===== src/rtl/memxfer_pkg.sv =====
// memxfer_pkg: shared definitions for the memxfer DMA block.
//   - FSM state encodings
//   - MMIO register offsets within the 16-byte window
//   - CTRL / STATUS bit positions
//   - min16 helper used for chunk sizing
package memxfer_pkg;

   typedef enum logic [1:0] {
      ST_IDLE  = 2'b00,
      ST_READ  = 2'b01,
      ST_WRITE = 2'b10
   } state_t;

   localparam logic [3:0] OFF_CTRL   = 4'd0;
   localparam logic [3:0] OFF_STATUS = 4'd1;
   localparam logic [3:0] OFF_RD_LO  = 4'd2;
   localparam logic [3:0] OFF_RD_HI  = 4'd3;
   localparam logic [3:0] OFF_WR_LO  = 4'd4;
   localparam logic [3:0] OFF_WR_HI  = 4'd5;
   localparam logic [3:0] OFF_LEN_LO = 4'd6;
   localparam logic [3:0] OFF_LEN_HI = 4'd7;
   localparam logic [3:0] OFF_FILL   = 4'd8;

   localparam int CTRL_START   = 0;
   localparam int CTRL_FILL    = 1;
   localparam int CTRL_ABORT   = 2;
   localparam int STAT_DONE    = 2;
   localparam int STAT_ABORTED = 3;

   function automatic logic [15:0] min16(input logic [15:0] a, input logic [15:0] b);
      return (a < b) ? a : b;
   endfunction

endpackage


===== src/rtl/memxfer_if.sv =====
// memxfer_if: bundles the CPU MMIO bus and the XRAM master bus of the DMA.
//   slave  modport: the DMA view (responds on the CPU bus, issues XRAM requests)
//   master modport: the system view (drives CPU requests, answers XRAM requests)
// CPU bus : stb, wr, addr[15:0], data_in[7:0] -> data_out[7:0], ack, in_addr_range
// XRAM bus: xram_addr[15:0], xram_data_out[7:0], xram_stb, xram_wr <- xram_data_in[7:0], xram_ack
interface memxfer_if;
   logic        stb;
   logic        wr;
   logic [15:0] addr;
   logic [7:0]  data_in;
   logic [7:0]  data_out;
   logic        ack;
   logic        in_addr_range;
   logic [15:0] xram_addr;
   logic [7:0]  xram_data_out;
   logic        xram_stb;
   logic        xram_wr;
   logic [7:0]  xram_data_in;
   logic        xram_ack;

   modport slave (
      input  stb, wr, addr, data_in, xram_data_in, xram_ack,
      output data_out, ack, in_addr_range, xram_addr, xram_data_out, xram_stb, xram_wr
   );

   modport master (
      output stb, wr, addr, data_in, xram_data_in, xram_ack,
      input  data_out, ack, in_addr_range, xram_addr, xram_data_out, xram_stb, xram_wr
   );
endinterface


===== src/rtl/memxfer_reg2byte.sv =====
// reg2byte: one 16-bit little-endian register written a byte at a time.
//   clk, rst : clock, synchronous active-high reset (clears to 0)
//   we_lo/hi : write enable for bits [7:0] / [15:8]
//   din      : write byte
//   q        : register value
module reg2byte (
   input  logic        clk,
   input  logic        rst,
   input  logic        we_lo,
   input  logic        we_hi,
   input  logic [7:0]  din,
   output logic [15:0] q
);
   always_ff @(posedge clk) begin
      if (rst) begin
         q <= '0;
      end else begin
         if (we_lo) q[7:0]  <= din;
         if (we_hi) q[15:8] <= din;
      end
   end
endmodule


===== src/rtl/memxfer_dma.sv =====
// memxfer_dma: MMIO-programmed XRAM-to-XRAM byte copier with a staging buffer.
// Copies LEN bytes from RD_ADDR to WR_ADDR in chunks of up to BUF_DEPTH bytes:
// each chunk is read into the buffer (READ) then written out (WRITE).
// Optional macro MEMXFER_FILL_EN adds fill mode (CTRL b1): write FILL LEN times.
// Ports:
//   clk, rst          : clock, synchronous active-high reset
//   bus (slave)       : CPU MMIO bus + XRAM master bus
//   memxfer_state     : FSM state
//   memxfer_remaining : bytes still to write
//   memxfer_step      : state changes on the next edge
module memxfer_dma
   import memxfer_pkg::*;
#(
   parameter logic [15:0] BASE_ADDR = 16'hfe50,
   parameter int          BUF_DEPTH = 16
) (
   input  logic        clk,
   input  logic        rst,
   memxfer_if.slave    bus,
   output logic [1:0]  memxfer_state,
   output logic [15:0] memxfer_remaining,
   output logic        memxfer_step
);
   localparam int          IW      = $clog2(BUF_DEPTH);
   localparam logic [15:0] DEPTH16 = 16'(BUF_DEPTH);
   localparam logic [16:0] LIMIT   = {1'b0, BASE_ADDR} + 17'd16;

   state_t        state, state_nx;
   logic [IW-1:0] idx;
   logic [15:0]   copied, remaining, chunk;
   logic          done, aborted, fill_mode, fill_req;
   logic [7:0]    fill;
   logic [15:0]   rd_addr, wr_addr, len;
   logic [7:0]    buf_mem [BUF_DEPTH];

   logic       sel, wen, idle, cfg_we, ctrl_we, start, abort, last;
   logic [3:0] off;

   // ---- CPU bus decode ----
   assign bus.in_addr_range = (bus.addr >= BASE_ADDR) && ({1'b0, bus.addr} < LIMIT);
   assign sel     = bus.stb && bus.in_addr_range;
   assign bus.ack = sel;
   assign off     = bus.addr[3:0] - BASE_ADDR[3:0];
   assign wen     = sel && bus.wr;
   assign idle    = (state == ST_IDLE);
   assign cfg_we  = wen && idle;
   assign ctrl_we = wen && (off == OFF_CTRL);
   assign abort   = ctrl_we && bus.data_in[CTRL_ABORT];
   assign start   = ctrl_we && idle && bus.data_in[CTRL_START] && !bus.data_in[CTRL_ABORT];

   reg2byte u_rd  (.clk(clk), .rst(rst), .we_lo(cfg_we && off == OFF_RD_LO),
                   .we_hi(cfg_we && off == OFF_RD_HI), .din(bus.data_in), .q(rd_addr));
   reg2byte u_wr  (.clk(clk), .rst(rst), .we_lo(cfg_we && off == OFF_WR_LO),
                   .we_hi(cfg_we && off == OFF_WR_HI), .din(bus.data_in), .q(wr_addr));
   reg2byte u_len (.clk(clk), .rst(rst), .we_lo(cfg_we && off == OFF_LEN_LO),
                   .we_hi(cfg_we && off == OFF_LEN_HI), .din(bus.data_in), .q(len));

`ifdef MEMXFER_FILL_EN
   assign fill_req = bus.data_in[CTRL_FILL];

   always_ff @(posedge clk) begin
      if (rst)                                fill <= '0;
      else if (cfg_we && off == OFF_FILL)     fill <= bus.data_in;
   end

   // Mode is latched at start so it holds for the whole transfer.
   always_ff @(posedge clk) begin
      if (rst)        fill_mode <= 1'b0;
      else if (start) fill_mode <= fill_req;
   end
`else
   assign fill_req  = 1'b0;
   assign fill      = '0;
   assign fill_mode = 1'b0;
`endif

   // ---- register readback ----
   always_comb begin
      bus.data_out = '0;
      if (sel) begin
         case (off)
            OFF_STATUS: bus.data_out = {4'b0, aborted, done, state};
            OFF_RD_LO:  bus.data_out = rd_addr[7:0];
            OFF_RD_HI:  bus.data_out = rd_addr[15:8];
            OFF_WR_LO:  bus.data_out = wr_addr[7:0];
            OFF_WR_HI:  bus.data_out = wr_addr[15:8];
            OFF_LEN_LO: bus.data_out = len[7:0];
            OFF_LEN_HI: bus.data_out = len[15:8];
            OFF_FILL:   bus.data_out = fill;
            default:    bus.data_out = '0;
         endcase
      end
   end

   // chunk is latched per chunk; remaining shrinks during WRITE so it can't be used live.
   assign last = (16'(idx) == chunk - 16'd1);

   // ---- FSM: state register ----
   always_ff @(posedge clk) begin
      if (rst) state <= ST_IDLE;
      else     state <= state_nx;
   end

   // ---- FSM: next state ----
   always_comb begin
      state_nx = state;
      case (state)
         ST_IDLE:
            if (start && len != 16'd0) state_nx = fill_req ? ST_WRITE : ST_READ;
         ST_READ:
            if (bus.xram_ack && last) state_nx = ST_WRITE;
         ST_WRITE:
            if (bus.xram_ack && last)
               state_nx = (remaining == 16'd1) ? ST_IDLE : (fill_mode ? ST_WRITE : ST_READ);
         default:
            state_nx = ST_IDLE;
      endcase
      if (abort) state_nx = ST_IDLE;
   end

   // ---- FSM: outputs ----
   always_comb begin
      bus.xram_stb      = 1'b0;
      bus.xram_wr       = 1'b0;
      bus.xram_addr     = '0;
      bus.xram_data_out = '0;
      case (state)
         ST_READ: begin
            bus.xram_stb  = 1'b1;
            bus.xram_addr = rd_addr + copied + 16'(idx);
         end
         ST_WRITE: begin
            bus.xram_stb      = 1'b1;
            bus.xram_wr       = 1'b1;
            bus.xram_addr     = wr_addr + copied + 16'(idx);
            bus.xram_data_out = fill_mode ? fill : buf_mem[idx];
         end
         default: ;
      endcase
   end

   // ---- datapath ----
   always_ff @(posedge clk) begin
      if (rst) begin
         idx       <= '0;
         copied    <= '0;
         remaining <= '0;
         chunk     <= '0;
         done      <= 1'b0;
         aborted   <= 1'b0;
      end else if (abort) begin
         idx     <= '0;
         done    <= 1'b0;
         aborted <= 1'b1;
      end else begin
         case (state)
            ST_IDLE:
               if (start) begin
                  done      <= (len == 16'd0);
                  aborted   <= 1'b0;
                  remaining <= len;
                  copied    <= '0;
                  idx       <= '0;
                  chunk     <= min16(len, DEPTH16);
               end
            ST_READ:
               if (bus.xram_ack) idx <= last ? '0 : idx + IW'(1);
            ST_WRITE:
               if (bus.xram_ack) begin
                  remaining <= remaining - 16'd1;
                  if (last) begin
                     idx    <= '0;
                     copied <= copied + chunk;
                     chunk  <= min16(remaining - 16'd1, DEPTH16);
                     if (remaining == 16'd1) done <= 1'b1;
                  end else begin
                     idx <= idx + IW'(1);
                  end
               end
            default: idx <= '0;
         endcase
      end
   end

   // Staging buffer: no reset, every entry is rewritten before it is read.
   always_ff @(posedge clk) begin
      if (state == ST_READ && bus.xram_ack) buf_mem[idx] <= bus.xram_data_in;
   end

   assign memxfer_state     = state;
   assign memxfer_remaining = remaining;
   assign memxfer_step      = (state_nx != state);

endmodule


===== src/flat_wrapper.sv =====
// flat-port wrapper written by rule: the top's interface ports become plain ports
module memxfer_dma_flat import memxfer_pkg::*;
#(
   parameter logic [15:0] BASE_ADDR = 16'hfe50,
   parameter int          BUF_DEPTH = 16
)
  (clk, rst, memxfer_state, memxfer_remaining, memxfer_step, bus_stb, bus_wr, bus_addr, bus_data_in, bus_xram_data_in, bus_xram_ack, bus_data_out, bus_ack, bus_in_addr_range, bus_xram_addr, bus_xram_data_out, bus_xram_stb, bus_xram_wr);
  memxfer_if bus_i ();
  input  logic clk;
  input  logic rst;
  output logic [1:0] memxfer_state;
  output logic [15:0] memxfer_remaining;
  output logic memxfer_step;
  input wire logic [$bits(bus_i.stb)-1:0] bus_stb;
  input wire logic [$bits(bus_i.wr)-1:0] bus_wr;
  input wire logic [$bits(bus_i.addr)-1:0] bus_addr;
  input wire logic [$bits(bus_i.data_in)-1:0] bus_data_in;
  input wire logic [$bits(bus_i.xram_data_in)-1:0] bus_xram_data_in;
  input wire logic [$bits(bus_i.xram_ack)-1:0] bus_xram_ack;
  output wire logic [$bits(bus_i.data_out)-1:0] bus_data_out;
  output wire logic [$bits(bus_i.ack)-1:0] bus_ack;
  output wire logic [$bits(bus_i.in_addr_range)-1:0] bus_in_addr_range;
  output wire logic [$bits(bus_i.xram_addr)-1:0] bus_xram_addr;
  output wire logic [$bits(bus_i.xram_data_out)-1:0] bus_xram_data_out;
  output wire logic [$bits(bus_i.xram_stb)-1:0] bus_xram_stb;
  output wire logic [$bits(bus_i.xram_wr)-1:0] bus_xram_wr;
  assign bus_i.stb = bus_stb;
  assign bus_i.wr = bus_wr;
  assign bus_i.addr = bus_addr;
  assign bus_i.data_in = bus_data_in;
  assign bus_i.xram_data_in = bus_xram_data_in;
  assign bus_i.xram_ack = bus_xram_ack;
  assign bus_data_out = bus_i.data_out;
  assign bus_ack = bus_i.ack;
  assign bus_in_addr_range = bus_i.in_addr_range;
  assign bus_xram_addr = bus_i.xram_addr;
  assign bus_xram_data_out = bus_i.xram_data_out;
  assign bus_xram_stb = bus_i.xram_stb;
  assign bus_xram_wr = bus_i.xram_wr;
  memxfer_dma #(.BASE_ADDR(BASE_ADDR), .BUF_DEPTH(BUF_DEPTH)) u_core (.clk(clk), .rst(rst), .bus(bus_i), .memxfer_state(memxfer_state), .memxfer_remaining(memxfer_remaining), .memxfer_step(memxfer_step));
endmodule

===== config.mk =====
export PLATFORM = sky130hd
export DESIGN_NAME = memxfer_dma_flat
export DESIGN_NICKNAME = d
export VERILOG_FILES = /design/src/rtl/memxfer_pkg.sv /design/src/rtl/memxfer_if.sv /design/src/rtl/memxfer_reg2byte.sv /design/src/rtl/memxfer_dma.sv /design/src/flat_wrapper.sv
export SDC_FILE = /design/constraint.sdc
export NUM_CORES = 1
export LEC_CHECK = 0
export BUFFER_PORTS_ARGS = -buffer_cell sky130_fd_sc_hd__buf_2
export CAP_MARGIN = 20
export CORE_MARGIN = 10
export CORE_UTILIZATION = 25
export CTS_BUF_LIST = sky130_fd_sc_hd__clkbuf_16
export DETAILED_ROUTE_END_ITERATION = 12
export PLACE_DENSITY_LB_ADDON = 0.15
export SKIP_CTS_REPAIR_TIMING = 1
export SLEW_MARGIN = 20
export SYNTH_ARGS = -nofsm -noshare
export SYNTH_HDL_FRONTEND = slang
export SYNTH_SLANG_ARGS = --single-unit

===== constraint.sdc =====
create_clock -name clk -period 5.3 [get_ports clk]
set_input_delay 0.53 -clock clk [delete_from_list [all_inputs] [get_ports clk]]
set_output_delay 0.53 -clock clk [all_outputs]
set_load 0.005 [all_outputs]

==> metrics.md, run 1 <==
| Metric | Value |
|---|---|
| Status | finished, final reports clean |
| Achievable frequency | approximately 200 MHz |
| Mapped Cells | around 1200 |
| Die width | 247 um |
| Routed via count | 9423 |
| Share of cells above drive strength 1 | 0.176 |
| Leakage | 5.48 nW |
| Setup_tns | 0 ns |
| Largest net degree at the start of global routing | 71 |
| CTS buffer count | 29 |
| Inst Count DP | 1898 |
| Async S/R FF share, synth | 0 |
| Slew @ Worst Pin | 1.05 ns |
| Initial DRC count | 593 |
| Final setup skew | 0.0169 ns |
| PwrDens | between 200 and 300 mW/mm^2 |
| ANT nets after route | 0 |
| Sequential share of power | 0.479 |
| Setup CP Type | flip-flop to output pin |
| Worst hold path type | input port to flip-flop |
| Slew margin rel. | 0.296 |
| Filler cell count in the final layout | 5359 |
| Dominant synthesized flop cell | edfxtp_1 |
| Final cell count without fillers | 1952 |
| CTS root buffer | clkbuf_16 |
| Post-synth EDFFs | 128 |
| Clock Latency Late Sink | 0.58 ns |
| Initial antenna violation count | 1 |
| CP Max Fanout | 8 |
| Worst setup SP type | flip-flop |
| Nets | roughly 1400 |
| Worst-case clock buffer depth | 3 |
| Slew Viols, Final | 0 |
| Synthesized area | 0.0129 mm^2 |
| GRT Util Overall | 0.131 |
| Row cnt | 83 |
| Vias in the first global route | 9467 |
| VDD IR max | roughly 0.26 mV |
| Ant. Diodes | 0 |
| Comb power frac | 0.019 |
| Cell Int Power | 3.14 mW |
| Wire per inst | 20.6 um |
| Sw frac | 0.220 |
| Die Y | around 250 um |
| Number of detailed-route iterations in the first pass | 6 |
| Starting Density | 0.252 |
| WL final | 40.1 mm |
| WP data required | 4.77 ns |
| Yosys reg bits | 236 |
| Grt met2 use | 0.209 |
| Max Cap Violations | 0 |
| CTS sink count | 236 |
| Register area share after synthesis | 0.466 |
| Fin crit period | roughly 5 ns |
| Port bufs | 91 |
| RSZ-0062 raised after global routing | no |
| HPWL Detailed | between 20 and 30 mm |
| I/O Pins | 92 |
| GRT overflow | 0 |
| Fin. Hold Viols | 0 |
| Core Region | 0.0512 mm^2 |
| Most common cell after layout, fill and taps aside | nor2_1 |
| CTS clk-pin slew, worst paths | 0.06 ns |
| Met3 usage | 0.0254 |
| Vias/cell | 4.83 |
| Switching power of the nets | approximately 0.88 mW |
| Endpoints failing setup | 0 |
| GP Congestion | 0.794 |
| Grt peak-use layer | met2 |
| TritonCTS clock tree | done |
| Clock share of power | 0.503 |
| H-tree lvl count | 1 |
| GR Util met1 | 0.178 |
| Area delta synth->final | 16.9% |
| Synthesized net count | roughly 1300 |
| Mean Syn Cell Area | 11.0 um^2 |
| Yosys cell types | between 60 and 70 |
| Drt drc | 0 |
| First-pass GRT wire length | 61.1 mm |
| Commonest non-fill, non-tap cells in the layout | nor2_1 (134), edfxtp_1 (128), dfxtp_1 (106) |
| WP data arrival | approximately 4.5 ns |
| Yosys synthesis warning count | 0 |
| Fin crit share | 0.943 |
| Critical Path Sink Type | output pin |
| Total Die Area | 0.0611 mm^2 |
-- stage by stage --
step / utilization / worst slack [ns] / hold WS (ns) / instance area, um^2 / power, mW
after floorplan: - / 1.56 / 0.441 / 12900 / 2.00
after global routing: 0.294 / 0.00492 / 0.327 / 15100 / 4.17
after CTS: 0.294 / 0.222 / 0.307 / 15100 / 4.09
after detailed placement: 0.275 / 0.867 / 0.484 / 14100 / 2.04
final: 0.294 / 0.304 / 0.331 / 15100 / 4.02
after global placement: 0.275 / 0.887 / 0.474 / 14100 / 2.04
-- sequential cells by signal, indices dropped and copies added, names as in the netlist, named ones only --
signal                    flops
u_core.copied                16
u_core.done                   1
u_core.u_rd.q                16
u_core.idx                    4
u_core.memxfer_state          2
u_core.buf_mem              128
u_core.chunk                 16
u_core.memxfer_remaining     16
u_core.u_wr.q                16
u_core.aborted                1
u_core.u_len.q               16
-- cell usage after synthesis, types with 10 or more instances --
cell type,n,share of area
mux2i_1,55,0.043
inv_1,26,0.0076
edfxtp_1,128,0.30
xnor2_1,38,0.026
a22oi_1,21,0.012
ha_1,76,0.074
mux4_2,43,0.075
nand3_1,34,0.013
o21ai_0,33,0.013
nor2_1,134,0.039
fa_1,11,0.017
a21oi_1,67,0.026
dfxtp_1,108,0.17
nor3_1,37,0.014
nor2b_1,17,0.0082
clkbuf_1,41,0.012
a211oi_1,15,0.0087
o22ai_1,10,0.0049
buf_1,10,0.0029
and2_1,23,0.011
nand2_1,72,0.021
-- final timing paths --
check / from / endpoint / slack [ns] / cells after the start
worst max-delay path: u_core.idx[1] / bus_xram_addr[15] / 0.30 / 12
worst min-delay path: bus_data_in[5] / u_core.u_wr.q[5] / 0.33 / 3
worst max register to register: u_core.chunk[0] / u_core.chunk[6] / 1.79 / 11
worst min register to register: u_core.aborted / u_core.aborted / 0.49 / 2
-- area by class of cell --
cell class,count,area [um^2],share of cell area
clock inverter,25,245,0.0163
clock buffer,29,726,0.0482
inverter,26,97.6,0.00648
timing repair buffer,108,586,0.0389
tap,680,851,0.0565
sequential,236,6010,0.399
multi-input combinational,848,6560,0.435
-- layer usage --
metal  wire [um]  share of wire  up-vias
met3        1990          0.049       45
li1            -              -     4552
met1       18800           0.47     4606
met5          10        0.00025        -
met4         786          0.020        2
met2       18500           0.46      218
-- worst max-delay path, stage by stage, from the launching register on --
cell and delay, ns:
dfxtp_1 0.52, fa_1 0.49, ha_1 0.24, fa_1 0.42
a21oi_1 0.20, o21ai_0 0.19, o41a_1 0.38, a41o_1 0.28
o41ai_1 0.49, o21ai_0 0.24, xnor2_1 0.17, o22ai_1 0.14
buf_2 0.14
-- power by group through the flow --
stage	combinational [mW]	sequential, mW	clock [mW]
6_report	0.0755	1.92	2.02
3_5_place_dp	0.0766	1.96	0
3_3_place_gp	0.0763	1.96	0
5_1_grt	0.0839	1.92	2.16
2_1_floorplan	0.0310	1.96	0
4_1_cts	0.0768	1.92	2.08
-- cell families after synthesis --
kind of cell    after synthesis  synth area share
compound gates              225             0.116
simple gates                386             0.147
buf+inv                      84            0.0262
flops                       236             0.466
fa+ha+maj                    87            0.0908
xor+xnor                     47            0.0319
mux                         103             0.122
(Power assumes the default switching activity.)
==> run 2, diff against run 1 <==
==> constraint.sdc (replaced) <==
create_clock -name clk -period 6 [get_ports clk]
set_input_delay 0.6 -clock clk [delete_from_list [all_inputs] [get_ports clk]]
set_output_delay 0.6 -clock clk [all_outputs]
set_load 0.005 [all_outputs]
==> run 2 against run 1 <==
  * Routed wire length shrank 0.91%
  * Clock power shrank 21%
  * Critical path type unchanged
  * Global-route usage fell by 0.16 points
  * Via count shrank 0.32%
  * Clock skew is 0.0074 ns lower
  * Critical endpoint unchanged
  * Cell area shrank 0.77%
  * First-iteration DRC count shrank 10%
  * Sequential cell count unchanged
  * Die area is the same
  * Register-to-register slack gained 0.76 ns
==> metrics.md, run 2 (synthesized netlist as in run 1, its figures left out) <==
| Metric | Value |
|---|---|
| WP data required | 5.40 ns (was 4.77 ns) |
| VDD IR max | 0.250 mV (was 0.264 mV) |
| Switching power of the nets | 0.737 mW (was 0.883 mW) |
| CP Cell Sequence | fa_1 > ha_1 > fa_1 > a21oi_1 > o21ai_0 > o41a_1 > a41o_1 > o41ai_1 > o21ai_0 > xnor2_1 > o22ai_1 > buf_2 (unchanged) |
| Worst hold start | bus_data_in[7] (was bus_data_in[5]) |
| H-tree lvl count | 1 (unchanged) |
| CP endpoint | bus_xram_addr[15] (unchanged) |
| Setup CP Type | flip-flop to output pin (unchanged) |
| Fin crit share | 0.837 |
| Slew margin rel. | 0.270 (was 0.296) |
| CP top delay family | compound AO/OA/AOI/OAI gates (unchanged) |
| Slack of the critical path | 0.979 ns (was 0.304 ns) |
| ANT nets after route | 0 (unchanged) |
| CTS sink count | 236 (unchanged) |
| Status | finished, final reports clean (unchanged) |
| Clock Latency Late Sink | 0.57 ns (was 0.58 ns) |
| Starting Density | 0.252 (unchanged) |
| Ant. Diodes | 0 (unchanged) |
| Die width | 247 um (unchanged) |
| Register area | 0.00601 mm^2 (about the same) |
| Initial DRC count | 533 (was 593) |
| CTS buffer count | 29 (unchanged) |
| Share of cells above drive strength 1 | 0.167 (was 0.176) |
| Slew @ Worst Pin | 1.08 ns (was 1.05 ns) |
| GRT overflow | 0 (unchanged) |
| Critical Path Sink Type | output pin (unchanged) |
| Slew Viols, Final | 0 (unchanged) |
| PwrDens | 225 mW/mm^2 (was 267 mW/mm^2) |
| Number of detailed-route iterations in the first pass | 5 (was 6) |
| I/O Pins | 92 (unchanged) |
| WL final | 39.8 mm (was 40.1 mm) |
| Sw frac | 0.219 (was 0.220) |
| WP buf/inv | 1 (unchanged) |
| Delay of the slowest cell on the worst path | 0.54 ns (was 0.52 ns) |
| CTS root buffer | clkbuf_16 (unchanged) |
| Largest net degree at the start of global routing | 60 (was 71) |
| Worst hold slack | 0.394 ns (was 0.331 ns) |
| Commonest non-fill, non-tap cells in the layout | nor2_1 (134), edfxtp_1 (128), dfxtp_1 (107) (was nor2_1 (134), edfxtp_1 (128), dfxtp_1 (106)) |
| Core Region | 0.0512 mm^2 (unchanged) |
| Flop2flop setup slack | 2.55 ns (was 1.79 ns) |
| First-pass GRT wire length | 60.4 mm (was 61.1 mm) |
| Total Die Area | 0.0611 mm^2 (unchanged) |
| Cell Int Power | 2.63 mW (was 3.14 mW) |
| Leakage | 5.46 nW (was 5.48 nW) |
| Final setup skew | 0.00957 ns (was 0.0169 ns) |
| RSZ-0062 raised after global routing | no (unchanged) |
| Die Y | 247 um (unchanged) |
| Comb power frac | 0.020 (was 0.019) |
| Fin crit period | 5.02 ns |
| Multi-input logic area | 0.00656 mm^2 (about the same) |
| Drt drc | 0 (unchanged) |
| Placed inst area | 0.0141 mm^2 (unchanged) |
| Worst hold path type | input port to flip-flop (unchanged) |
| GP Congestion | 0.792 (was 0.794) |
| Worst setup path startpoint | u_core.idx[1] (unchanged) |
| Worst-path cell with the longest stage delay | dfxtp_1 (unchanged) |
| HPWL Detailed | 28.5 mm (was 28.7 mm) |
| Total power | 3.37 mW (was 4.02 mW) |
| Nets | 1372 (was 1373) |
| CTS clk-pin slew, worst paths | 0.06 ns (about the same) |
| Max FFs per register | 128 (unchanged) |
| TritonCTS clock tree | done (unchanged) |
| Most common cell after layout, fill and taps aside | nor2_1 (unchanged) |
| Fin. Hold Viols | 0 (unchanged) |
| Routed via count | 9393 (was 9423) |
| Top reg by flops | u_core.buf_mem (unchanged) |
| Row cnt | 83 (unchanged) |
| GRT Util Overall | 0.129 (was 0.131) |
| CP Depth | 12 (unchanged) |
| Worst setup SP type | flip-flop (unchanged) |
| Pre-CTS setup slack | 1.50 ns (was 0.867 ns) |
| R2R Path End | u_core.chunk[9] (was u_core.chunk[6]) |
| Reg2Reg Launch Point | u_core.chunk[1] (was u_core.chunk[0]) |
| Worst Reg-to-Reg Cells | 11 (unchanged) |
| Final cell count without fillers | 1947 (was 1952) |
| Port bufs | 91 (unchanged) |
| WP data arrival | 4.42 ns (was 4.47 ns) |
| Util after Layout | 0.292 (was 0.294) |
| Vias in the first global route | 9440 (was 9467) |
| Cell area after layout | 0.0150 mm^2 (was 0.0151 mm^2) |
| Filler cell count in the final layout | 5301 (was 5359) |
| Initial antenna violation count | 1 (unchanged) |
| Inst Count DP | 1897 (was 1898) |
| Max Cap Violations | 0 (unchanged) |
| Sequential share of power | 0.505 (was 0.479) |
| Worst-case clock buffer depth | 3 (unchanged) |
| Area delta synth->final | 16.0% (was 16.9%) |
| CP Max Fanout | 8 (unchanged) |
| Clock share of power | 0.475 (was 0.503) |
| Setup_tns | 0 ns (unchanged) |
| Wire per inst | 20.4 um (was 20.6 um) |
| Vias/cell | 4.82 (was 4.83) |
| Endpoints failing setup | 0 (unchanged) |
| Achievable frequency | 199 MHz |
run 2: changes by cell type in the layout (fill, tap and decap cells not counted), sizes merged:
cell,before,now
clkinvlp,4,1
buf,108,107
bufinv,4,1
clkinv,14,9
inv,29,36
run 2: worst register-to-register path: stages (launching register included):
cell and delay (ns):
dfxtp_1 0.39, inv_1 0.09, ha_1 0.25, or4b_4 0.49, o31a_1 0.24, o31a_1 0.33
nor4_4 0.45, nor2_1 0.22, nor2b_2 0.14, buf_4 0.30, nor2_1 0.22, and2_1 0.22
run 2: layer usage:
layer	global-route usage	routed length, um
met5	0	8
met2	0.208	18400
met4	0.0289	755
met1	0.174	18800
met3	0.0259	1790
run 2: cell type report:
type / instances / area share
multi-input cells: 848 / 0.439
flip-flops and latches: 236 / 0.402
well taps: 680 / 0.0569
clock buffers: 29 / 0.0485
repair buffers: 107 / 0.0387
clock inverters: 21 / 0.00870
inverters: 26 / 0.00653
run 2: how the worst min path moves through the flow:
| stage | cells after the start | endpoint | slack (ns) |
|---|---|---|---|
| after floorplan | 1 | u_core.done | 0.44 |
| after global placement | 2 | u_core.aborted | 0.48 |
| after detailed placement | 1 | u_core.chunk[11] | 0.48 |
| after CTS | 3 | u_core.u_wr.q[5] | 0.38 |
| after global routing | 3 | u_core.u_len.q[7] | 0.39 |
| final | 3 | u_core.u_rd.q[15] | 0.39 |
run 2: power by group through the flow:
stage                     registers [mW]  clock network (mW)  logic (mW)
after CTS                           1.70                1.65      0.0677
after global placement              1.74                   0      0.0675
after detailed placement            1.74                   0      0.0678
after global routing                1.70                1.72      0.0740
final                               1.70                1.60      0.0672
after floorplan                     1.74                   0      0.0274
